--- config.mk ---
export PLATFORM = sky130hd
export DESIGN_NAME = bin_to_bcd
export DESIGN_NICKNAME = d
export VERILOG_FILES = /design/src/rtl/bin_to_bcd_pkg.sv /design/src/rtl/bin_to_bcd_add3.sv /design/src/rtl/bin_to_bcd.sv
export SDC_FILE = /design/constraint.sdc
export NUM_CORES = 1
export LEC_CHECK = 0
export CORE_ASPECT_RATIO = 0.8
export CORE_MARGIN = 1
export CORE_UTILIZATION = 35
export CTS_CLUSTER_SIZE = 25
export DETAILED_ROUTE_END_ITERATION = 12
export PLACE_DENSITY_LB_ADDON = 0.3
export SYNTH_ARGS = -nofsm -noshare
export SYNTH_HDL_FRONTEND = slang
export SYNTH_SLANG_ARGS = --single-unit
--- constraint.sdc ---
create_clock -name clk -period 7.05 [get_ports clk]
set_clock_uncertainty 0.15 [all_clocks]
set_input_delay 1.41 -clock clk [delete_from_list [all_inputs] [get_ports clk]]
set_output_delay 1.41 -clock clk [all_outputs]
set_load 0.05 [all_outputs]
--- src/rtl/bin_to_bcd_pkg.sv ---
// rtl/bin_to_bcd_pkg.sv - shared constants and sizing helper for the binary-to-BCD converter
package bin_to_bcd_pkg;

    localparam int BCD_DIGIT_W = 4;
    localparam logic [3:0] ADD3_THRESH = 4'd5;
    localparam logic [3:0] ADD3_VAL = 4'd3;

    // Enough decimal digits for any bin_width-bit value (log10(2) is just over 0.3).
    function automatic int default_bcd_digits(input int bin_width);
        return (bin_width * 3) / 10 + 1;
    endfunction

endpackage

--- src/rtl/bin_to_bcd_add3.sv ---
// rtl/bin_to_bcd_add3.sv - single-digit double-dabble correction (add 3 when digit >= 5)
module bcd_add3
    import bin_to_bcd_pkg::*;
(
    input  logic [3:0] din,
    output logic [3:0] dout
);

    always_comb begin
        dout = din;
        if (din >= ADD3_THRESH) begin
            dout = din + ADD3_VAL;
        end
    end

endmodule

--- src/rtl/bin_to_bcd.sv ---
// rtl/bin_to_bcd.sv - binary to packed BCD converter with valid/ready handshake
// BIN_TO_BCD_SEQ_EN selects the iterative engine; default is the unrolled array.
module bin_to_bcd
    import bin_to_bcd_pkg::*;
#(
    parameter int bin_width  = 8,
    parameter int bcd_digits = default_bcd_digits(bin_width)
) (
    input  logic                              clk,
    input  logic                              rst,
    input  logic                              in_valid,
    output logic                              in_ready,
    input  logic [bin_width-1:0]              bin,
    output logic                              out_valid,
    output logic [BCD_DIGIT_W*bcd_digits-1:0] bcd,
    output logic                              overflow
);

    localparam int BCD_W = BCD_DIGIT_W * bcd_digits;

    logic [BCD_W-1:0] bcd_q, bcd_d;
    logic             overflow_q, overflow_d;
    logic             out_valid_q, out_valid_d;

    assign out_valid = out_valid_q;
    assign bcd       = bcd_q;
    assign overflow  = overflow_q;

`ifdef BIN_TO_BCD_SEQ_EN

    localparam int CNT_W = $clog2(bin_width) + 1;

    logic                 busy_q, busy_d;
    logic [bin_width-1:0] shift_q, shift_d;
    logic [BCD_W-1:0]     digits_q, digits_d;
    logic                 ovf_acc_q, ovf_acc_d;
    logic [CNT_W-1:0]     cnt_q, cnt_d;
    logic [BCD_W-1:0]     adj;
    logic [BCD_W-1:0]     step_digits;
    logic                 step_ovf;

    genvar d;
    generate
        for (d = 0; d < bcd_digits; d++) begin : g_digit
            bcd_add3 u_add3 (
                .din  (digits_q[BCD_DIGIT_W*d +: BCD_DIGIT_W]),
                .dout (adj[BCD_DIGIT_W*d +: BCD_DIGIT_W])
            );
        end
    endgenerate

    // The bit leaving the top digit would be the carry into a digit we do not keep.
    assign step_digits = {adj[BCD_W-2:0], shift_q[bin_width-1]};
    assign step_ovf    = ovf_acc_q | adj[BCD_W-1];
    assign in_ready    = ~rst & ~busy_q;

    always_comb begin
        busy_d      = busy_q;
        shift_d     = shift_q;
        digits_d    = digits_q;
        ovf_acc_d   = ovf_acc_q;
        cnt_d       = cnt_q;
        bcd_d       = bcd_q;
        overflow_d  = overflow_q;
        out_valid_d = 1'b0;
        if (busy_q) begin
            digits_d  = step_digits;
            ovf_acc_d = step_ovf;
            shift_d   = shift_q << 1;
            cnt_d     = cnt_q + 1'b1;
            if (cnt_q == CNT_W'(bin_width - 1)) begin
                busy_d      = 1'b0;
                bcd_d       = step_digits;
                overflow_d  = step_ovf;
                out_valid_d = 1'b1;
            end
        end else if (in_valid && in_ready) begin
            busy_d    = 1'b1;
            shift_d   = bin;
            digits_d  = '0;
            ovf_acc_d = 1'b0;
            cnt_d     = '0;
        end
    end

    always_ff @(posedge clk) begin
        if (rst) begin
            busy_q      <= 1'b0;
            shift_q     <= '0;
            digits_q    <= '0;
            ovf_acc_q   <= 1'b0;
            cnt_q       <= '0;
            bcd_q       <= '0;
            overflow_q  <= 1'b0;
            out_valid_q <= 1'b0;
        end else begin
            busy_q      <= busy_d;
            shift_q     <= shift_d;
            digits_q    <= digits_d;
            ovf_acc_q   <= ovf_acc_d;
            cnt_q       <= cnt_d;
            bcd_q       <= bcd_d;
            overflow_q  <= overflow_d;
            out_valid_q <= out_valid_d;
        end
    end

`else

    logic [bin_width:0][BCD_W-1:0]   stg;
    logic [bin_width-1:0][BCD_W-1:0] adj;
    logic [bin_width:0]              ovf_chain;

    assign stg[0]       = '0;
    assign ovf_chain[0] = 1'b0;

    genvar s, d;
    generate
        for (s = 0; s < bin_width; s++) begin : g_stage
            for (d = 0; d < bcd_digits; d++) begin : g_digit
                bcd_add3 u_add3 (
                    .din  (stg[s][BCD_DIGIT_W*d +: BCD_DIGIT_W]),
                    .dout (adj[s][BCD_DIGIT_W*d +: BCD_DIGIT_W])
                );
            end
            assign stg[s+1]       = {adj[s][BCD_W-2:0], bin[bin_width-1-s]};
            assign ovf_chain[s+1] = ovf_chain[s] | adj[s][BCD_W-1];
        end
    endgenerate

    assign in_ready = ~rst;

    always_comb begin
        bcd_d       = bcd_q;
        overflow_d  = overflow_q;
        out_valid_d = 1'b0;
        if (in_valid && in_ready) begin
            bcd_d       = stg[bin_width];
            overflow_d  = ovf_chain[bin_width];
            out_valid_d = 1'b1;
        end
    end

    always_ff @(posedge clk) begin
        if (rst) begin
            bcd_q       <= '0;
            overflow_q  <= 1'b0;
            out_valid_q <= 1'b0;
        end else begin
            bcd_q       <= bcd_d;
            overflow_q  <= overflow_d;
            out_valid_q <= out_valid_d;
        end
    end

`endif

endmodule

==> flow_metrics.tcl, run 1 <==
set metrics [dict create \
    status "finished, final reports clean" \
    grt_usage 0.174 \
    netlist_area_sq_um 1440 \
    crit_slowest_cell "clkdlybuf4s50_1" \
    maxSlewViolCount 0 \
    period_minus_slack_ns 6.47 \
    antenna_left 0 \
    start_util 0.373 \
    drt-met1-wl_mm 1.82 \
    dp.cells 253 \
    vias 1426 \
    nNetsFinal 222 \
    worstSetupPathType "input port to flip-flop" \
    setup_viol 0 \
    finalHoldViolations 0 \
    critPathMostFrequentCell "ha_1" \
    cts_max_level 1 \
    end_kind "flip-flop" \
    rsz0062_at_grt "no" \
    dieWidth_um 73.7 \
    cp.arrival_ns 6.42 \
    area_delta_synth_final_pct 22.6 \
    yosysWarningCount 0 \
    startpoint_type "input port" \
    viasPerCell 5.55 \
    synth_cell_type_count 66 \
    crit_fanout 7 \
    cts_sinks 11 \
    seq_area_frac_synth 0.153 \
    drc 0 \
    wl_per_cell_um 13.4 \
    top_layer "met4" \
    cts_buffers 3 \
    drt-pass1-iter-count 4 \
    grt-ovfl-total 0 \
    wl_met3_um 177 \
    antenna_found_initial 0 \
    synth-main-ff-cell "dfxtp_1" \
    clk-insertion-delay-late_ns 0.24 \
    leakage_nw 0.677 \
    clk_pin_slew_ns 0.05 \
    final_cell_mix "22 x clkdlybuf4s50_1, 21 x nor2_1, 12 x nand2_1" \
    place_hpwl_mm 2.66 \
    portBuffers 22 \
    slew_headroom 0.609 \
    wl_met2_mm 1.44 \
    critPathRequiredTime_ns 7.00 \
    ctsRootBufferMaster "clkbuf_8" \
    fin_cells 257 \
    final_common_cell "clkdlybuf4s50_1" \
    die-area_sq_um 4370 \
    period_share 0.918 \
    drtIter0Drc 119 \
    cts_tree "done" \
    hp-class "flip-flop to flip-flop" \
    drive_gt1_frac 0.124 \
    synth_edf_count 0 \
    place_congestion 0.830 \
    grt_pass1_wl_mm 5.95 \
    ir_drop_mv 0.108 \
    finalSetupTns_ns 0 \
    cts.path.max_buffers 2 \
    drv_cap 0 \
    antenna_cells 0 \
    syn_inst 178 \
    die_y_um 59.3 \
    postSynthAreaPerCell_sq_um 8.08 \
    rows 20 \
    ys_seq_elements 11 \
    total_power_w 0.000375 \
    hold_slack_ns 0.305 \
    coreArea_sq_um 3850 \
    tightest_slew_ns 0.580 \
    grt_max_degree 14 \
    grt_pass1_vias 1285 \
    path_cells "clkdlybuf4s50_1 -> ha_1 -> o21ai_1 -> xnor2_2 -> ha_1 -> nand2b_1 -> a32oi_4 -> xnor2_4 -> inv_2 -> ha_1 -> nand2b_1 -> nand2_1 -> mux2i_1 -> or2_2 -> ha_1 -> a31oi_2 -> nand3_1 -> a221oi_1 -> a211oi_2 -> a2111oi_0 -> a2111oi_1" \
    clock.fmax_mhz 155 \
    wirelength_mm 3.45 \
    power_density_nw_per_um2 213 \
    async_flop_share 0 \
    io_pins 26 \
    max_stage_delay_ns 0.54 \
]
critical path, delay by kind of cell:
kind	cells	cell delay [ns]
multiplexers	1	0.08
AND/OR/NAND/NOR	5	0.86
adder cells (fa/ha/maj)	4	1.07
XOR/XNOR	2	0.52
AO/OA/AOI/OAI	7	1.83
buffers and inverters	2	0.65
Yosys cell counts (2+ instances only):
cell       number  area [sq um]
ha_1            8           100
a32oi_1         2          17.5
a21o_1          3          22.5
o211ai_1        3          22.5
a21oi_1         4          20.0
inv_1          11          41.3
a211oi_1        2          15.0
nor3_1          2          10.0
nand2b_1        2          12.5
a221oi_1        2          17.5
nand3_1         5          25.0
xnor2_1         4          35.0
clkbuf_1        2          7.51
o41ai_1         2          17.5
a31oi_1         3          18.8
a21boi_0        2          15.0
o22ai_1         3          18.8
dfxtp_1        11           220
o21ai_1         2          10.0
o21ai_0         9          45.0
a32oi_4         2          55.1
a41oi_1         2          17.5
mux2i_1         6          60.1
and2_1          6          37.5
o31ai_1         3          22.5
o2111ai_1       2          17.5
buf_4           3          22.5
mux2_2          3          33.8
nor2_1         21          78.8
nand2_1        12          45.0
through the flow:
stage                     instance area (sq um)  utilization  worst slack (ns)
after floorplan                            1450            -              1.27
after global placement                     1710        0.444             0.309
after detailed placement                   1710        0.444             0.253
after CTS                                  1760        0.456             0.455
after global routing                       1760        0.457            0.0689
final                                      1760        0.457             0.580
repair_timing:
action,in CTS,in global routing
endpoints found under the setup margin,0,1
endpoints found under the hold margin,0,0
hold buffers,0,0
resized for setup,0,1
setup buffers,0,0
cell families after synthesis:
logic type	share of synthesized area
DFF	0.153
muxes	0.0653
adders and majority gates	0.0696
AOI/OAI and AO/OA	0.382
xor gates and xnor gates	0.0609
other	0.00261
buffers and inverters	0.0627
and+or+nand+nor	0.204
state kept, by name, indices dropped and copies added (netlist names):
signal and flops:
bcd 10, out_valid 1
path summary, 6_finish.rpt:
kind	startpoint	to	slack, ns	depth (start not counted)
max reg2reg	bcd[2]	bcd[2]	5.93	3
min	bcd[9]	bcd[9]	0.30	2
min reg2reg	bcd[9]	bcd[9]	0.30	2
max	bin[5]	bcd[8]	0.58	21
final cells by class:
class | count | area [sq um]
clock buffer | 4 | 45.0
timing repair buffer | 25 | 243
fill | 420 | 2090
tap | 55 | 68.8
sequential | 11 | 220
multi-input combinational | 150 | 1140
inverter | 12 | 45.0
power by group:
part / internal, W / switching (W) / leakage, nW
combinational: 0.0000913 / 0.000146 / 0.563
sequential: 0.0000709 / 0.00000417 / 0.0907
clock: 0.0000396 / 0.0000230 / 0.0228
total: 0.000202 / 0.000173 / 0.677
routing by layer:
layer,up-vias,track usage
li1,726,-
met1,659,0.254
met2,39,0.253
met3,2,0.0544
met4,0,0.0275
met5,-,0
No activity file was read; power rests on OpenSTA's default activity.
==> inputs of run 2 (changes only) <==
Settings changed: ABC_AREA from default to 1, GPL_ROUTABILITY_DRIVEN from default to 0.
==> flow_metrics.tcl, run 2 <==
set metrics [dict create \
    hold_buffers 0 \
    dieWidth_um 65.3 \
    crit_slowest_cell "clkdlybuf4s50_1" \
    synth_cell_type_count 20 \
    clk-insertion-delay-late_ns 0.23 \
    rows 17 \
    cts_setup_buffers 0 \
    clock.fmax_mhz 185 \
    drc 0 \
    tightest_slew_ns 0.497 \
    place_hpwl_mm 1.85 \
    drive_gt1_frac 0.148 \
    worstSetupPathType "input port to flip-flop" \
    io_pins 26 \
    die-area_sq_um 3440 \
    period_share 0.766 \
    setup_ws_ns 1.65 \
    synthXorXnorAreaFrac 0.0290 \
    end_kind "flip-flop" \
    critPathMostFrequentCell "nand2_1" \
    drtIter0Drc 58 \
    grt_pass1_vias 831 \
    maxSlewViolCount 0 \
    async_flop_share 0 \
    vias 1107 \
    synth_top_family_by_area "simple AND/OR/NAND/NOR gates" \
    antenna_cells 0 \
    clkPwrFrac 0.195 \
    cts_max_level 1 \
    ys_seq_elements 11 \
    rsz0062_at_grt "no" \
    seq_area_frac_synth 0.196 \
    cts_sinks 11 \
    ctsRootBufferMaster "clkbuf_8" \
    hold_slack_ns 0.315 \
    synth_mux_area_frac 0 \
    ir_drop_mv 0.0946 \
    cp-startpoint "bin[6]" \
    status "finished, final reports clean" \
    start_util 0.388 \
    yosys.area_share.simple 0.467 \
    comb_power_share 0.579 \
    final_cell_mix "50 x nand2_1, 34 x inv_1, 24 x nand3_1" \
    reg2reg_slack_ns 6.23 \
    reg2reg_from "bcd[6]" \
    setup_viol 0 \
    critPathRequiredTime_ns 7.03 \
    grt_max_degree 10 \
    nNetsFinal 230 \
    synth_edf_count 0 \
    antenna_left 0 \
    hp-class "flip-flop to flip-flop" \
    p_int_w 0.000172 \
    leakage_nw 0.762 \
    power_switching_w 0.000149 \
    slew_headroom 0.667 \
    synthTopCellsByArea "dfxtp_1 20%, nand2_1 17%, inv_1 11%" \
    hp-start "bcd[4]" \
    drt-pass1-iter-count 4 \
    grt-busiest-layer "met1" \
    grt_usage 0.135 \
    finalHoldViolations 0 \
    coreArea_sq_um 2890 \
    wl_per_cell_um 8.95 \
    postSynthAreaPerCell_sq_um 6.04 \
    startpoint_type "input port" \
    max_stage_delay_ns 0.49 \
    post-synth-top-count-cell "nand2_1" \
    grtUsageMet2 0.187 \
    drv_cap 0 \
    met3_usage 0.0457 \
    power_density_nw_per_um2 226 \
    wirelength_mm 2.22 \
    synth.cells.most_frequent "50 x nand2_1, 34 x inv_1, 24 x nand3_1, 17 x nand2_2, 11 x dfxtp_1" \
    viasPerCell 4.46 \
    die_y_um 52.7 \
    area_delta_synth_final_pct 26.2 \
    grt-ovfl-total 0 \
    seq_power_share 0.226 \
    largest_register_ffs 10 \
    synth_top_area_frac 0.196 \
    period_minus_slack_ns 5.40 \
    syn_inst 186 \
    crit_fanout 4 \
    pre_cts_ws_ns 1.41 \
    clk_pin_slew_ns 0.05 \
    finalSetupTns_ns 0 \
    cts_tree "done" \
    portBuffers 22 \
    cts.path.max_buffers 2 \
    synth-compound-area-share 0.0791 \
    swShare 0.464 \
    grt_pass1_wl_mm 3.56 \
    final_common_cell "nand2_1" \
    netlist_area_sq_um 1120 \
    cp.arrival_ns 5.39 \
    cts_buffers 3 \
    use_met1 0.194 \
    synthAdderAreaFrac 0.0891 \
    synth-main-ff-cell "dfxtp_1" \
    synth_top_area_cell "dfxtp_1" \
    yosysWarningCount 0 \
    postCtsResizedCells 0 \
    antenna_found_initial 0 \
]
==> run 2: cell types whose count changed after synthesis, moves of 4 or more <==
cell and delta:
nand2_2 +16, nand2_1 +38, inv_1 +23, xnor2_1 -4, nand3_1 +19, and2_1 -6
nor2_1 -12, nand3_2 +4, mux2i_1 -6
==> run 2: layer usage <==
layer  vias up  wire length (um)  share of wire
met5         -                 0              0
met4         0                19         0.0086
met3         2                99          0.045
met2        22               847           0.38
met1       465              1250           0.56
li1        618                 -              -
==> run 2: cell families (layout without fill, tap and decap cells) <==
kind of cell | after synthesis | after routing
xor+xnor | 2 | 2
other cells | 1 | 3
compound gates | 17 | 17
buf+inv | 38 | 60
fa+ha+maj | 8 | 8
simple gates | 109 | 109
flops | 11 | 11
==> run 2: stage by stage <==
stage | power [W] | util | std cells | instance area [sq um]
3_5_place_dp | 0.000259 | 0.474 | 244 | 1370
2_1_floorplan | 0.000220 | - | 188 | 1130
3_3_place_gp | 0.000257 | 0.474 | 244 | 1370
5_1_grt | 0.000348 | 0.490 | 248 | 1420
6_report | 0.000320 | 0.490 | 248 | 1420
4_1_cts | 0.000323 | 0.490 | 248 | 1420
==> run 2: critical path: cells and delay by family <==
kind	cells	cell delay (ns)
and+or+nand+nor	17	1.56
buffers and inverters	6	0.89
adders and majority gates	4	0.82
AOI/OAI and AO/OA	2	0.45
xor gates and xnor gates	1	0.22
==> run 2: path summary, 6_finish.rpt <==
check,depth (start not counted),to
setup reg to reg,2,bcd[6]
hold reg to reg,2,bcd[4]
hold / removal,2,bcd[4]
setup / recovery,30,bcd[5]
==> run 2: layout make-up <==
class                   count  area (sq um)
multi-input cells         139           757
clock buffers               4          45.0
repair buffers             22           220
well taps                  38          47.5
fillers                   331          1480
inverters                  34           128
flip-flops and latches     11           220
==> run 2: power by group through the flow <==
stage | registers (W) | logic, W | clock network [W]
finish | 0.0000723 | 0.000185 | 0.0000626
global route | 0.0000731 | 0.000206 | 0.0000682
CTS | 0.0000724 | 0.000187 | 0.0000645
detailed placement | 0.0000736 | 0.000186 | 0
global placement | 0.0000734 | 0.000184 | 0
floorplan | 0.0000971 | 0.000123 | 0
